--- config.mk ---
export PLATFORM = sky130hd
export DESIGN_NAME = life_board_scanner
export DESIGN_NICKNAME = d
export VERILOG_FILES = /design/src/rtl/life_pkg.sv /design/src/rtl/life_row_popcount.sv /design/src/rtl/life_board_scanner.sv
export SDC_FILE = /design/constraint.sdc
export NUM_CORES = 1
export LEC_CHECK = 0
export CELL_PAD_IN_SITES_DETAIL_PLACEMENT = 2
export CELL_PAD_IN_SITES_GLOBAL_PLACEMENT = 2
export CORE_MARGIN = 3
export CORE_UTILIZATION = 33
export CTS_BUF_LIST = sky130_fd_sc_hd__clkbuf_4
export DETAILED_ROUTE_END_ITERATION = 8
export HOLD_SLACK_MARGIN = 0.02
export PLACE_DENSITY = 0.91
export SLEW_MARGIN = 20
export SYNTH_ARGS = -nofsm -noshare
export SYNTH_HDL_FRONTEND = slang
export SYNTH_SLANG_ARGS = --single-unit
--- constraint.sdc ---
create_clock -name clk -period 14.9 [get_ports clk]
set_input_delay 4.47 -clock clk [delete_from_list [all_inputs] [get_ports clk]]
set_output_delay 4.47 -clock clk [all_outputs]
set_load 0.005 [all_outputs]
--- src/rtl/life_pkg.sv ---
// Shared constants, scanner state encoding and width helpers for the LifeCell board scanner.
package life_pkg;

    localparam int DEFAULT_ROWS = 8;
    localparam int DEFAULT_COLS = 8;

    typedef enum logic [1:0] {
        IDLE = 2'd0,
        SEND = 2'd1,
        DONE = 2'd2
    } scan_state_t;

    // A single-row board still needs a one-bit row index.
    function automatic int idx_width(input int rows);
        return (rows > 1) ? $clog2(rows) : 1;
    endfunction

    function automatic int pop_width(input int rows, input int cols);
        return $clog2(rows * cols + 1);
    endfunction

    function automatic int row_pop_width(input int cols);
        return $clog2(cols + 1);
    endfunction

endpackage

--- src/rtl/life_row_popcount.sv ---
// Combinational live-cell count of one board row.
module life_row_popcount
    import life_pkg::*;
#(
    parameter int COLS = DEFAULT_COLS
) (
    input  logic [COLS-1:0]                 row,
    output logic [row_pop_width(COLS)-1:0]  count
);

    localparam int RW = row_pop_width(COLS);

    always_comb begin
        count = '0;
        for (int i = 0; i < COLS; i++) begin
            count = count + RW'(row[i]);
        end
    end

endmodule

--- src/rtl/life_board_scanner.sv ---
// Snapshots the LifeCell alive vector on gen_done and streams it out row by row with a population count.
// Optional LIFE_STABLE_DETECT_EN flags a generation identical to the previous scanned one.
module life_board_scanner
    import life_pkg::*;
#(
    parameter int ROWS = DEFAULT_ROWS,
    parameter int COLS = DEFAULT_COLS
) (
    input  logic                            clk,
    input  logic                            rst,
    input  logic [ROWS*COLS-1:0]            cells_alive,
    input  logic                            gen_done,
    input  logic                            out_ready,
    output logic                            out_valid,
    output logic [COLS-1:0]                 out_row,
    output logic [idx_width(ROWS)-1:0]      out_row_idx,
    output logic                            out_last,
    output logic [pop_width(ROWS,COLS)-1:0] population,
    output logic                            pop_valid,
    output logic [15:0]                     gen_count,
    output logic                            overrun,
    output logic                            stable
);

    localparam int IW = idx_width(ROWS);
    localparam int PW = pop_width(ROWS, COLS);
    localparam int RW = row_pop_width(COLS);
    localparam logic [IW-1:0] LAST_IDX = IW'(ROWS - 1);

    scan_state_t          state;
    scan_state_t          next_state;
    logic [ROWS*COLS-1:0] snapshot;
    logic [IW-1:0]        idx;
    logic [PW-1:0]        acc;
    logic [COLS-1:0]      cur_row;
    logic [RW-1:0]        row_pop;
    logic [15:0]          gen_count_q;
    logic                 at_last;

    assign cur_row   = snapshot[int'(idx) * COLS +: COLS];
    assign at_last   = (idx == LAST_IDX);
    assign gen_count = gen_count_q;

    life_row_popcount #(
        .COLS (COLS)
    ) u_row_pop (
        .row   (cur_row),
        .count (row_pop)
    );

    always_ff @(posedge clk) begin
        if (rst) begin
            state <= IDLE;
        end else begin
            state <= next_state;
        end
    end

    always_comb begin
        next_state  = state;
        out_valid   = 1'b0;
        out_last    = 1'b0;
        out_row     = '0;
        out_row_idx = '0;
        case (state)
            IDLE: begin
                if (gen_done) begin
                    next_state = SEND;
                end
            end
            SEND: begin
                out_valid   = 1'b1;
                out_row     = cur_row;
                out_row_idx = idx;
                out_last    = at_last;
                if (out_ready && at_last) begin
                    next_state = DONE;
                end
            end
            DONE: begin
                next_state = IDLE;
            end
            default: begin
                next_state = IDLE;
            end
        endcase
    end

    // A generation arriving outside IDLE is dropped; only the sticky overrun records it.
    always_ff @(posedge clk) begin
        if (rst) begin
            snapshot    <= '0;
            idx         <= '0;
            acc         <= '0;
            population  <= '0;
            pop_valid   <= 1'b0;
            gen_count_q <= '0;
            overrun     <= 1'b0;
        end else begin
            pop_valid <= 1'b0;
            if (gen_done && state != IDLE) begin
                overrun <= 1'b1;
            end
            case (state)
                IDLE: begin
                    if (gen_done) begin
                        snapshot <= cells_alive;
                        idx      <= '0;
                        acc      <= '0;
                    end
                end
                SEND: begin
                    if (out_ready) begin
                        acc <= acc + PW'(row_pop);
                        if (!at_last) begin
                            idx <= idx + 1'b1;
                        end
                    end
                end
                DONE: begin
                    population  <= acc;
                    pop_valid   <= 1'b1;
                    gen_count_q <= gen_count_q + 16'd1;
                end
                default: begin
                end
            endcase
        end
    end

`ifdef LIFE_STABLE_DETECT_EN
    logic [ROWS*COLS-1:0] prev_snapshot;
    logic                 prev_valid;

    always_ff @(posedge clk) begin
        if (rst) begin
            prev_snapshot <= '0;
            prev_valid    <= 1'b0;
            stable        <= 1'b0;
        end else begin
            stable <= 1'b0;
            if (state == DONE) begin
                stable        <= prev_valid && (snapshot == prev_snapshot);
                prev_snapshot <= snapshot;
                prev_valid    <= 1'b1;
            end
        end
    end
`else
    assign stable = 1'b0;
`endif

endmodule

==> Yosys cells after proc, flatten, opt, wreduce, memory -nomap -nowiden <==
Cells that the tools add are included.
{ "word_totals": {"register_bits": 101, "inputBits": 68, "output_inout_bits": 39, "wordCells": 50} }
{ "classes": {"addsub": 10, "eq_ne": 7, "shifts": 1, "mux": 15, "reduce_logical": 9} }
{ "ops": {"columns": ["operator", "n"], "rows": [
  ["variable part select 64 x 7 -> 8 bit", 1],
  ["adder 4 x 1 -> 4 bit", 6],
  ["adder 16 x 1 -> 16 bit, second input constant", 1],
  ["two-way mux 7 bit", 2],
  ["one-hot mux 7 bit (2 select lines)", 1],
  ["two-way mux 3 bit", 4],
  ["two-way mux 8 bit", 1],
  ["inequality test 2 bit, second input constant", 4],
  ["adder 7 x 4 -> 7 bit", 1],
  ["one-hot mux 3 bit (2 select lines)", 1],
  ["two-way mux 2 bit", 2],
  ["one-hot mux 2 bit (2 select lines)", 1],
  ["AND reduction 2 bit", 2],
  ["AND reduction 4 bit", 1],
  ["nonzero test 2 bit", 2],
  ["adder 3 x 1 -> 3 bit, second input constant", 1],
  ["== test 3 bit, second input constant", 1],
  ["two-way mux 1 bit", 3],
  ["AND reduction 3 bit", 1],
  ["adder 1 x 1 -> 2 bit", 1],
  ["== test 2 x 1 -> 1 bit, second input constant", 1],
  ["== test 2 bit, second input constant", 1],
  ["logical AND 1 bit", 2],
  ["logical NOT 2 bit", 1]
]} }

==> Logic depth before layout (Yosys ltp) <==
Gate-level depths: netlist (run 1).
{ "depth": {"ltp_word": 11, "depth_mapped": 17, "ltp_nobuf": 15} }

==> Hierarchy <==
From an unflattened synthesis (run 1), not the netlist that was laid out.
{ "unflattened": {"hier_cells": 406, "area_unflattened_um2": 4347.9} }
{ "modules_own_cells": {"columns": ["module", "n_inst", "cells_per_inst", "area_each_um2", "seq_area_each_um2"], "rows": [
  ["life_board_scanner", 1, 382, 4157.7, 2021.9],
  ["life_row_popcount", 1, 24, 190.2, 0.0]
]} }

==> Worst setup path before layout (run 1) <==
No wires, ideal clock.
{ "synth_path": {"path_kind": "register to output", "start": "reg idx[0]", "end": "out out_row[6]", "arrival_ps": 1593, "required_time_ps": 10430, "slack_ps": 8837, "path_stages_with_launch": 6, "path_buffers": 2, "path_cell_list": "dfxtp_1 > buf_4 > buf_2 > mux4_2 > mux2i_1 > nor2_1"} }
{ "synth_between": {"elab_chain_len": 2} }
{ "synth_lines": {"columns": ["item", "line_no", "text"], "rows": [
  ["from (decl)", "life_board_scanner.sv:33", "logic [IW-1:0] idx;"],
  ["from (signal assigned)", "life_board_scanner.sv:116", "idx <= idx + 1'b1;"],
  ["variable part select 64 x 7 -> 8 bit", "life_board_scanner.sv:40", "assign cur_row = snapshot[int'(idx) * COLS +: COLS];"],
  ["two-way mux 8 bit", "life_board_scanner.sv:65", "case (state)"],
  ["to (decl)", "life_board_scanner.sv:15", "output logic [COLS-1:0] out_row,"]
]} }
Every way passes these cells.

==> Worst setup path after layout (run 1) <==
{ "layout_path": {"start": "reg idx[1]", "end": "out out_row[2]"} }
Same word-level chain as after synthesis.

==> results.md, run 1 <==
* # IOs at 107
* Worst-path maximum fanout at 20
* Post-Syn Area at 0.00461 mm^2
* CTS sink count at 101
* DR WL/cell at 18.6 um
* RSZ-0062 raised after global routing: false
* Number of global-route vias before repair at 4,552
* Post-synth EDFFs at 0
* Leading post-synthesis cells by cell area: dfxtp_1, nand2_1, a21oi_1, mux4_2, ha_1
* DIE WIDTH at 124 um
* Port Buffer Count at 105
* Rel. slew slack at 0.304
* RR Startpoint: idx[1]
* Post-synthesis xor/xnor area fraction at 0.0228
* Outcome: complete, no violations
* Hold path startpoint: population[0]
* Min-Delay Path Class: register to register
* Dominant synthesized flop cell: dfxtp_1
* DP Area at 0.00572 mm^2
* Share of layout cells above drive strength 1 at 0.0641
* Post-synthesis sequential area ratio at 0.439
* Critical Path RT at 10.43 ns
* Largest family of logic cells by synthesized area: simple AND/OR/NAND/NOR gates
* Max Clk Rate at 0.134 GHz
* Fin area at 0.00584 mm^2
* Worst hold path depth at 2
* Worst-margin pin slew at 1.04 ns
* ANT cells at 0
* Initial antenna violation count at 0
* Post-synthesis adder-cell area fraction at 0.0516
* Fillcell total at 1,524
* Setup crit end kind: output pin
* First-pass GRT wire length at 24,200 um
* Nets at 703
* Syn nets at 625
* CP Launch Type: register
* P_leak at 2.11 nW
* Core Rows at 42
* GR Overflow Total at 0
* Reg area at 0.00202 mm^2
* Hold_buf cts at 0
* Die Height at 124 um
* Via count at 4,071
* Maximum Capacitance Violations at 0
* Simple-gate share of the synthesized area at 0.217
* # DRC at 0
* Final Max Tran Viols at 0
* WL final at 14,900 um
* Post-route ant nets at 0
* Vias per inst at 5.09
* Worst reg2reg setup slack at 9.34 ns
* Crit path time final at 7.45 ns
* Terminus of the critical flop-to-flop path: acc[3]
* Synth-to-Final Area Change at 26.6%
* Total CTS buffers at 9
* Fin crit share at 0.500
* Clk pin slew, worst setup/hold paths at 0.16 ns
* CTS tree: built
* Peak supply drop at 32.0 uV
* H-tree Lvls at 3
* Die area at 0.0154 mm^2
* Iteration-0 DRC Markers at 195
* Cells after Synth at 541
* Synthesis-stage register bit count at 101
* Dpl hpwl at 11,200 um
* Largest net degree at the start of global routing at 103
* Worst Path Class, Setup: register to output pin
* Initial core utilization at 0.343
* CTS Root Buffer Type: clkbuf_4
* Skew final at 0.0141 ns
* Placer's final routability congestion estimate at 0.809
* Top cell type by total area after synthesis: dfxtp_1
* First drt pass iteration count at 4
* Multi-input gate area at 0.00239 mm^2
* Skew-Pair Late Insertion Delay at 0.47 ns
* Post-synth cell types at 46
* PwrDens at 85.7 mW/mm^2
* Core ar. at 0.0135 mm^2
* Compound-Gate Fraction of Synth Area at 0.120
* R2R depth at 14
* Post-CTS sizing at 0
* Mux contribution to synthesized area at 0.103
* Setup-failing EPs final at 0
* Post-CTS Setup Bufs at 0
* Max clock buf depth at 2
* Top cell type's share of synthesized area at 0.439
* GRT Util Overall at 0.194
* Yosys warns at 0
* Sum of negative setup slack at 0 ns
* Syn Area/Cell at 8.52 um^2
* Crit path DAT at 2.98 ns
* Min-Delay Endpoint: population[0]
* Async SR Flop Fraction at 0
* Hold violation total from the final report at 0
cell usage in the layout (no fill, tap or decap), types with 7 or more instances in the layout:
| cell type | netlist | routed |
|---|---|---|
| o21ai_0 | 8 | 8 |
| nand2_1 | 161 | 160 |
| inv_1 | 9 | 9 |
| clkdlybuf4s50_1 | 0 | 104 |
| ha_1 | 11 | 11 |
| dfxtp_1 | 101 | 100 |
| nor2_1 | 23 | 23 |
| clkbuf_4 | 0 | 10 |
| a21oi_1 | 83 | 83 |
| and2_1 | 10 | 10 |
| xor2_1 | 7 | 7 |
| mux4_2 | 16 | 16 |
per-stage QoR:
| step | util | power, mW | instances | hold WS [ns] | worst slack (ns) |
|---|---|---|---|---|---|
| 2_1_floorplan | - | 0.335 | 541 | 0.433 | 8.84 |
| 3_3_place_gp | 0.425 | 0.367 | 784 | 0.441 | 7.95 |
| 3_5_place_dp | 0.425 | 0.373 | 784 | 0.454 | 7.83 |
| 4_1_cts | 0.434 | 0.503 | 800 | 0.474 | 7.27 |
| 5_1_grt | 0.434 | 0.525 | 800 | 0.501 | 7.29 |
| 6_report | 0.434 | 0.501 | 800 | 0.471 | 7.45 |
flip-flops by register name (all words and copies together), names as in the netlist:
register and cells:
idx 3, overrun 1, acc 7, snapshot 64, pop_valid 1, gen_count 16, population 7, state 2
critical path, cell delays in order (launching register included):
cell,delay (ns)
dfxtp_1,0.96
mux4_2,0.62
mux2_2,0.32
and2_1,0.17
clkdlybuf4s50_1,0.44
Yosys cell counts, types with 2 or more instances:
master      n
or2_1       2
nor4_1      3
a21o_1      2
inv_1       9
a21boi_1    2
clkbuf_1   18
nor2_1     23
xor2_1      7
buf_2      18
and4_1      2
nand2_1   161
ha_1       11
o21ai_0     8
dfxtp_1   101
mux2_2      5
nand2b_1    2
nor3_1      2
a211oi_1    2
buf_4       2
mux4_2     16
xnor2_1     5
a21oi_1    83
nand3_1     6
fa_1        5
mux2i_1     6
nand4_1     4
or3_1       6
and2_1     10
nor2b_1     3
cell families after synthesis:
group           after synthesis
compound gates              104
xor+xnor                     12
fa+ha+maj                    16
buf+inv                      48
flops                       101
mux                          27
other cells                   1
simple gates                232
cell type report:
cell class,instances,area share
clock inverters,6,0.00664
multi-input cells,392,0.410
well taps,176,0.0377
clock buffers,10,0.0129
inverters,9,0.00579
repair buffers,106,0.181
flip-flops and latches,101,0.347
routing by layer:
layer  wire length [um]  track usage  up-vias
met3                600       0.0266       25
met1               6480        0.243     1975
li1                   -            -     1973
met5                  0            0        -
met2               7530        0.343       98
met4                299       0.0645        0
power by group:
group	internal, mW	total (mW)	switching [mW]
clock	0.0362	0.134	0.0979
combinational	0.0370	0.0746	0.0376
sequential	0.281	0.292	0.0106
worst max path at each step:
| stage | startpoint | end | slack (ns) | cells past startpoint |
|---|---|---|---|---|
| CTS | idx[0] | out_row[4] | 7.27 | 4 |
| finish | idx[1] | out_row[2] | 7.45 | 4 |
| floorplan | idx[0] | out_row[6] | 8.84 | 5 |
| detailed placement | idx[0] | out_row[4] | 7.83 | 4 |
| global route | idx[1] | out_row[2] | 7.29 | 4 |
| global placement | idx[0] | out_row[4] | 7.95 | 4 |
Power figures use the tool's default switching activity.
==> run 2, diff against run 1 <==
Settings changed: CORE_UTILIZATION 33 to 30, PLACE_DENSITY 0.91 to 0.84.
Clock period 14.9 ns to 7.4 ns, I/O delays scaled along.
==> run 2 against run 1 <==
Against the previous run: die area up 9.5%; cell count up 1.0%; sequential share of layout area about the same; global-route usage down 1.3 points; cell area about the same; utilization down 4.0 points; clock skew up 0.0062 ns; routed wire length down 0.55%; hold slack worse by 0.0020 ns; clock power up 88%; first-iteration DRC count down 1.5%; total power up 97%.
==> results.md, run 2 (synthesized netlist as in run 1, its figures left out) <==
* GR Overflow Total at 0 (unchanged)
* Hold_buf cts at 0 (unchanged)
* Rel. slew slack at 0.287 (was 0.304)
* Peak supply drop at 61.0 uV (was 32.0 uV)
* Vias per inst at 5.03 (was 5.09)
* Dpl hpwl at 11,100 um (was 11,200 um)
* Sum of negative setup slack at 0 ns (unchanged)
* Critical Path RT at 7.81 ns (was 10.43 ns)
* Total CTS buffers at 9 (unchanged)
* Maximum Capacitance Violations at 0 (unchanged)
* DRT met1 WL at 6460 um (was 6480 um)
* Total Power at 0.987 mW (was 0.501 mW)
* Post-CTS sizing at 0 (unchanged)
* Share of layout cells above drive strength 1 at 0.0610 (was 0.0641)
* DR WL/cell at 18.3 um (was 18.6 um)
* Core Rows at 44 (was 42)
* CTS Root Buffer Type: clkbuf_4 (unchanged)
* Largest net degree at the start of global routing at 103 (unchanged)
* Nets at 703 (unchanged)
* Number of global-route vias before repair at 4,450 (was 4,552)
* P_leak at 2.10 nW (was 2.11 nW)
* Min-Delay Path Class: register to register (unchanged)
* Placed cell count at 792 (was 784)
* RSZ-0062 raised after global routing: false (unchanged)
* Setup crit end kind: register (was output pin)
* CP Launch Type: register (unchanged)
* Worst-path maximum fanout at 20 (unchanged)
* Hold path startpoint: population[6] (was population[0])
* Max reg flops at 64 (unchanged)
* Hold violation total from the final report at 0 (unchanged)
* Skew final at 0.0203 ns (was 0.0141 ns)
* Worst Path Class, Setup: register to register (was register to output pin)
* RR Startpoint: idx[1] (unchanged)
* CTS tree: built (unchanged)
* Worst-margin pin slew at 1.07 ns (was 1.04 ns)
* Core ar. at 0.0148 mm^2 (was 0.0135 mm^2)
* Die area at 0.0169 mm^2 (was 0.0154 mm^2)
* Initial core utilization at 0.311 (was 0.343)
* Setup-failing EPs final at 0 (unchanged)
* # DRC at 0 (unchanged)
* Port Buffer Count at 105 (unchanged)
* Reg with most FFs: snapshot (unchanged)
* WL final at 14,800 um (was 14,900 um)
* Placer's final routability congestion estimate at 0.762 (was 0.809)
* Crit path DAT at 6.03 ns (was 2.98 ns)
* Fin crit share at 0.760
* Top Metal Used: met4 (unchanged)
* Via count at 4,068 (was 4,071)
* Iteration-0 DRC Markers at 192 (was 195)
* GRT Util Overall at 0.181 (was 0.194)
* CTS sink count at 101 (unchanged)
* Clk pin slew, worst setup/hold paths at 0.15 ns (was 0.16 ns)
* Post-route ant nets at 0 (unchanged)
* Max Clk Rate at 0.178 GHz
* Post-CTS Setup Bufs at 0 (unchanged)
* Most common cell after layout, fill and taps aside: nand2_1 (unchanged)
* Die Height at 130 um (was 124 um)
* Max clock buf depth at 2 (unchanged)
* Initial antenna violation count at 1 (was 0)
* H-tree Lvls at 3 (unchanged)
* Commonest non-fill, non-tap cells in the layout: nand2_1, clkdlybuf4s50_1, dfxtp_1, a21oi_1, nor2_1 (unchanged)
* Final Max Tran Viols at 0 (unchanged)
* Skew-Pair Late Insertion Delay at 0.48 ns (was 0.47 ns)
* Crit path time final at 5.63 ns
* First drt pass iteration count at 4 (unchanged)
* First-pass GRT wire length at 23,600 um (was 24,200 um)
* # IOs at 107 (unchanged)
* WL met3 at 436 um (was 600 um)
* Outcome: complete, no violations (unchanged)
* Crit path launch: idx[1] (unchanged)
* Met2 wire length at 7600 um (was 7530 um)
* Final Non-Filler Cells at 808 (was 800)
* Synth-to-Final Area Change at 26.6% (about the same)
* DIE WIDTH at 130 um (was 124 um)
* PwrDens at 169 mW/mm^2 (was 85.7 mW/mm^2)
run 2: changes by cell type in the layout (fill, tap and decap cells not counted):
cell      before  now
clkbuf_4      10   11
inv_6          1    0
diode_2        0    1
clkinv_1       2    3
clkinv_4       2    0
run 2: routing by layer:
layer | track usage | vias up
met4 | 0.0715 | 0
met5 | 0 | -
met2 | 0.317 | 77
met3 | 0.0278 | 23
met1 | 0.222 | 1997
li1 | - | 1971
run 2: worst paths after layout:
path                                       to  slack [ns]  cells after the start
worst max register to register         acc[3]        1.77                     14
worst min register to register  population[6]        0.47                      2
worst max-delay path                   acc[3]        1.77                     14
worst min-delay path            population[6]        0.47                      2
run 2: stage by stage:
step | hold slack (ns) | util | area, um^2 | setup WS (ns)
after global placement | 0.441 | 0.387 | 5730 | 2.01
final | 0.469 | 0.394 | 5840 | 1.77
after CTS | 0.475 | 0.393 | 5830 | 1.65
after global routing | 0.495 | 0.394 | 5840 | 1.53
after floorplan | 0.433 | - | 4610 | 2.69
after detailed placement | 0.456 | 0.387 | 5730 | 1.72
run 2: power by group:
group	switching, mW	internal [mW]
clock	0.180	0.0715
sequential	0.0195	0.566
combinational	0.0759	0.0744
total	0.276	0.712
run 2: final cells by class:
cell class / count / area (um^2)
fillers: 1672 / 8970
multi-input cells: 392 / 2390
flip-flops and latches: 101 / 2020
repair buffers: 106 / 1060
well taps: 184 / 230
clock buffers: 11 / 82.6
inverters: 9 / 33.8
clock inverters: 4 / 16.3
diodes: 1 / 2.50
run 2: critical path: stages (launching register included):
cell,delay [ns]
dfxtp_1,1.02
mux4_2,0.61
mux2_2,0.30
ha_1,0.32
fa_1,0.48
inv_1,0.06
fa_1,0.47
fa_1,0.42
fa_1,0.39
xnor2_1,0.24
ha_1,0.32
o21ai_0,0.29
nor2_1,0.11
or3_1,0.38
a21oi_1,0.15
==> run 3, diff against run 2 <==
Clock period 7.4 ns to 5.3 ns, I/O delays scaled along.
==> run 3 against run 2 <==
Against the previous run: clock skew shrank 0.0075 ns; global-route usage is 0.99 points lower; cell area increased by 0.99%; largest cell class unchanged; highest routed layer unchanged.
==> results.md, run 3 (synthesized netlist as in run 1, its figures left out) <==
* Crit path time final at 4.97 ns (was 5.63 ns)
* DR WL/cell at 17.2 um (was 18.3 um)
* # IOs at 107 (unchanged)
* Clk pin slew, worst setup/hold paths at 0.15 ns (about the same)
* Max clock buf depth at 2 (unchanged)
* ANT cells at 0 (was 1)
* DRT met1 WL at 6210 um (was 6460 um)
* DIE WIDTH at 130 um (unchanged)
* Multi-input gate area at 0.00239 mm^2 (unchanged)
* Nets at 707 (was 703)
* CTS sink count at 101 (unchanged)
* Dpl ws at 0.212 ns (was 1.72 ns)
* Fillcell total at 1,653 (was 1,672)
* Worst reg2reg setup slack at 0.33 ns (was 1.77 ns)
* WL final at 13,900 um (was 14,800 um)
* Fin util at 0.398 (was 0.394)
* Worst-path maximum fanout at 13 (was 20)
* Commonest non-fill, non-tap cells in the layout: nand2_1, clkdlybuf4s50_1, dfxtp_1, a21oi_1, nor2_1 (unchanged)
* Placer's final routability congestion estimate at 0.783 (was 0.762)
* Crit path launch: idx[0] (was idx[1])
* Core Rows at 44 (unchanged)
* Setup crit end kind: register (unchanged)
* Most common cell after layout, fill and taps aside: nand2_1 (unchanged)
* Met2 wire length at 7020 um (was 7600 um)
* Largest net degree at the start of global routing at 103 (unchanged)
* Hold_buf cts at 0 (unchanged)
* WL met3 at 454 um (was 436 um)
* First-pass GRT wire length at 22,800 um (was 23,600 um)
* CTS tree: built (unchanged)
* Min-Delay Path Class: register to register (unchanged)
* Skew final at 0.0128 ns (was 0.0203 ns)
* Max Clk Rate at 0.201 GHz (was 0.178 GHz)
* P_leak at 2.13 nW (was 2.10 nW)
* Crit path DAT at 5.39 ns (was 6.03 ns)
* RR Startpoint: idx[0] (was idx[1])
* Reg area at 0.00202 mm^2 (unchanged)
* Fin crit share at 0.938 (was 0.760)
* DP Area at 0.00576 mm^2 (was 0.00573 mm^2)
* Crit-path cells: buf_4 -> mux4_2 -> mux2_2 -> ha_1 -> fa_1 -> inv_1 -> fa_1 -> fa_1 -> fa_1 -> xnor2_1 -> ha_1 -> a21o_1 -> a21oi_1 -> or4_1 -> a21boi_1 (was mux4_2 -> mux2_2 -> ha_1 -> fa_1 -> inv_1 -> fa_1 -> fa_1 -> fa_1 -> xnor2_1 -> ha_1 -> o21ai_0 -> nor2_1 -> or3_1 -> a21oi_1)
* Initial antenna violation count at 0 (was 1)
* Iteration-0 DRC Markers at 209 (was 192)
* Dpl hpwl at 10,500 um (was 11,100 um)
* Skew-Pair Late Insertion Delay at 0.49 ns (was 0.48 ns)
* Reg with most FFs: snapshot (unchanged)
* Worst Path Class, Setup: register to register (unchanged)
* # DRC at 0 (unchanged)
* GRT Util Overall at 0.171 (was 0.181)
* Core ar. at 0.0148 mm^2 (unchanged)
* CP Launch Type: register (unchanged)
* CP max-delay cell: fa_1 (was dfxtp_1)
* Share of layout cells above drive strength 1 at 0.0685 (was 0.0610)
* Critical Path RT at 5.72 ns (was 7.81 ns)
* Number of global-route vias before repair at 4,497 (was 4,450)
* CP Capture Point: acc[6] (was acc[3])
* Vias per inst at 5.01 (was 5.03)
* Die area at 0.0169 mm^2 (unchanged)
* RSZ-0062 raised after global routing: false (unchanged)
* Maximum Capacitance Violations at 0 (unchanged)
* Initial core utilization at 0.311 (unchanged)
* Post-route ant nets at 0 (unchanged)
* Fin area at 0.00589 mm^2 (was 0.00584 mm^2)
* First drt pass iteration count at 4 (unchanged)
* Synth-to-Final Area Change at 27.8% (was 26.6%)
* Max incr delay on CP at 0.50 ns (was 1.02 ns)
* Port Buffer Count at 105 (unchanged)
* Rel. slew slack at 0.309 (was 0.287)
* R2R depth at 15 (was 14)
* Peak supply drop at 98.0 uV (was 61.0 uV)
* Post-CTS Setup Bufs at 0 (unchanged)
* Setup slack after layout at 0.331 ns (was 1.77 ns)
* Via count at 4,070 (was 4,068)
* Final Max Tran Viols at 0 (unchanged)
* CTS Root Buffer Type: clkbuf_4 (unchanged)
* Setup-failing EPs final at 0 (unchanged)
* Outcome: complete, no violations (unchanged)
* Delay-heaviest family, CP: adder cells (unchanged)
* PwrDens at 242 mW/mm^2 (was 169 mW/mm^2)
* Post-CTS sizing at 0 (unchanged)
* Worst-margin pin slew at 1.04 ns (was 1.07 ns)
* Top Metal Used: met4 (unchanged)
* Total CTS buffers at 9 (unchanged)
* Max reg flops at 64 (unchanged)
* Crit path depth at 15 (was 14)
* Die Height at 130 um (unchanged)
* Sum of negative setup slack at 0 ns (unchanged)
* Most common cell on crit path: fa_1 (unchanged)
* H-tree Lvls at 3 (unchanged)
* WP buf/inv at 2 (was 1)
* Terminus of the critical flop-to-flop path: acc[6] (was acc[3])
* Hold violation total from the final report at 0 (unchanged)
* GR Overflow Total at 0 (unchanged)
## run 3: changes by cell type in the layout (fill, tap and decap cells not counted), sizes merged
cell,delta
buf,+4
bufinv,+1
clkbuf,-1
clkinvlp,+1
diode,-1
## run 3: final cells by class
class                   instances  area share
clock buffers                  10      0.0127
repair buffers                110       0.184
flip-flops and latches        101       0.343
well taps                     184      0.0391
inverters                       9     0.00573
multi-input cells             392       0.406
clock inverters                 6     0.00913
## run 3: stage by stage
stage | hold slack [ns] | power [mW] | std cells
floorplan | 0.433 | 0.940 | 541
finish | 0.465 | 1.43 | 812
global route | 0.500 | 1.51 | 812
detailed placement | 0.450 | 1.04 | 796
CTS | 0.473 | 1.45 | 812
global placement | 0.441 | 1.03 | 796
## run 3: worst min-delay path by stage
| stage | from | end | slack [ns] | depth (start not counted) |
|---|---|---|---|---|
| after detailed placement | overrun | overrun | 0.45 | 2 |
| final | overrun | overrun | 0.46 | 2 |
| after floorplan | snapshot[10] | snapshot[10] | 0.43 | 2 |
| after global placement | overrun | overrun | 0.44 | 2 |
| after global routing | snapshot[41] | snapshot[41] | 0.50 | 2 |
| after CTS | snapshot[41] | snapshot[41] | 0.47 | 2 |
## run 3: power by group
part | switching (mW) | internal (mW)
clock network | 0.261 | 0.144
logic | 0.106 | 0.104
registers | 0.0210 | 0.790
total | 0.388 | 1.04
## run 3: worst reg2reg max path, stage by stage (launching register included)
cell      delay [ns]
dfxtp_1         0.45
buf_4           0.27
mux4_2          0.35
mux2_2          0.30
ha_1            0.32
fa_1            0.50
inv_1           0.06
fa_1            0.46
fa_1            0.42
fa_1            0.39
xnor2_1         0.17
ha_1            0.34
a21o_1          0.13
a21oi_1         0.11
or4_1           0.50
a21boi_1        0.15
## run 3: per-layer routing
| metal | vias to the layer above | track usage |
|---|---|---|
| met5 | - | 0 |
| met4 | 0 | 0.0599 |
| met3 | 16 | 0.0250 |
| met2 | 78 | 0.300 |
| met1 | 2004 | 0.214 |
| li1 | 1972 | - |
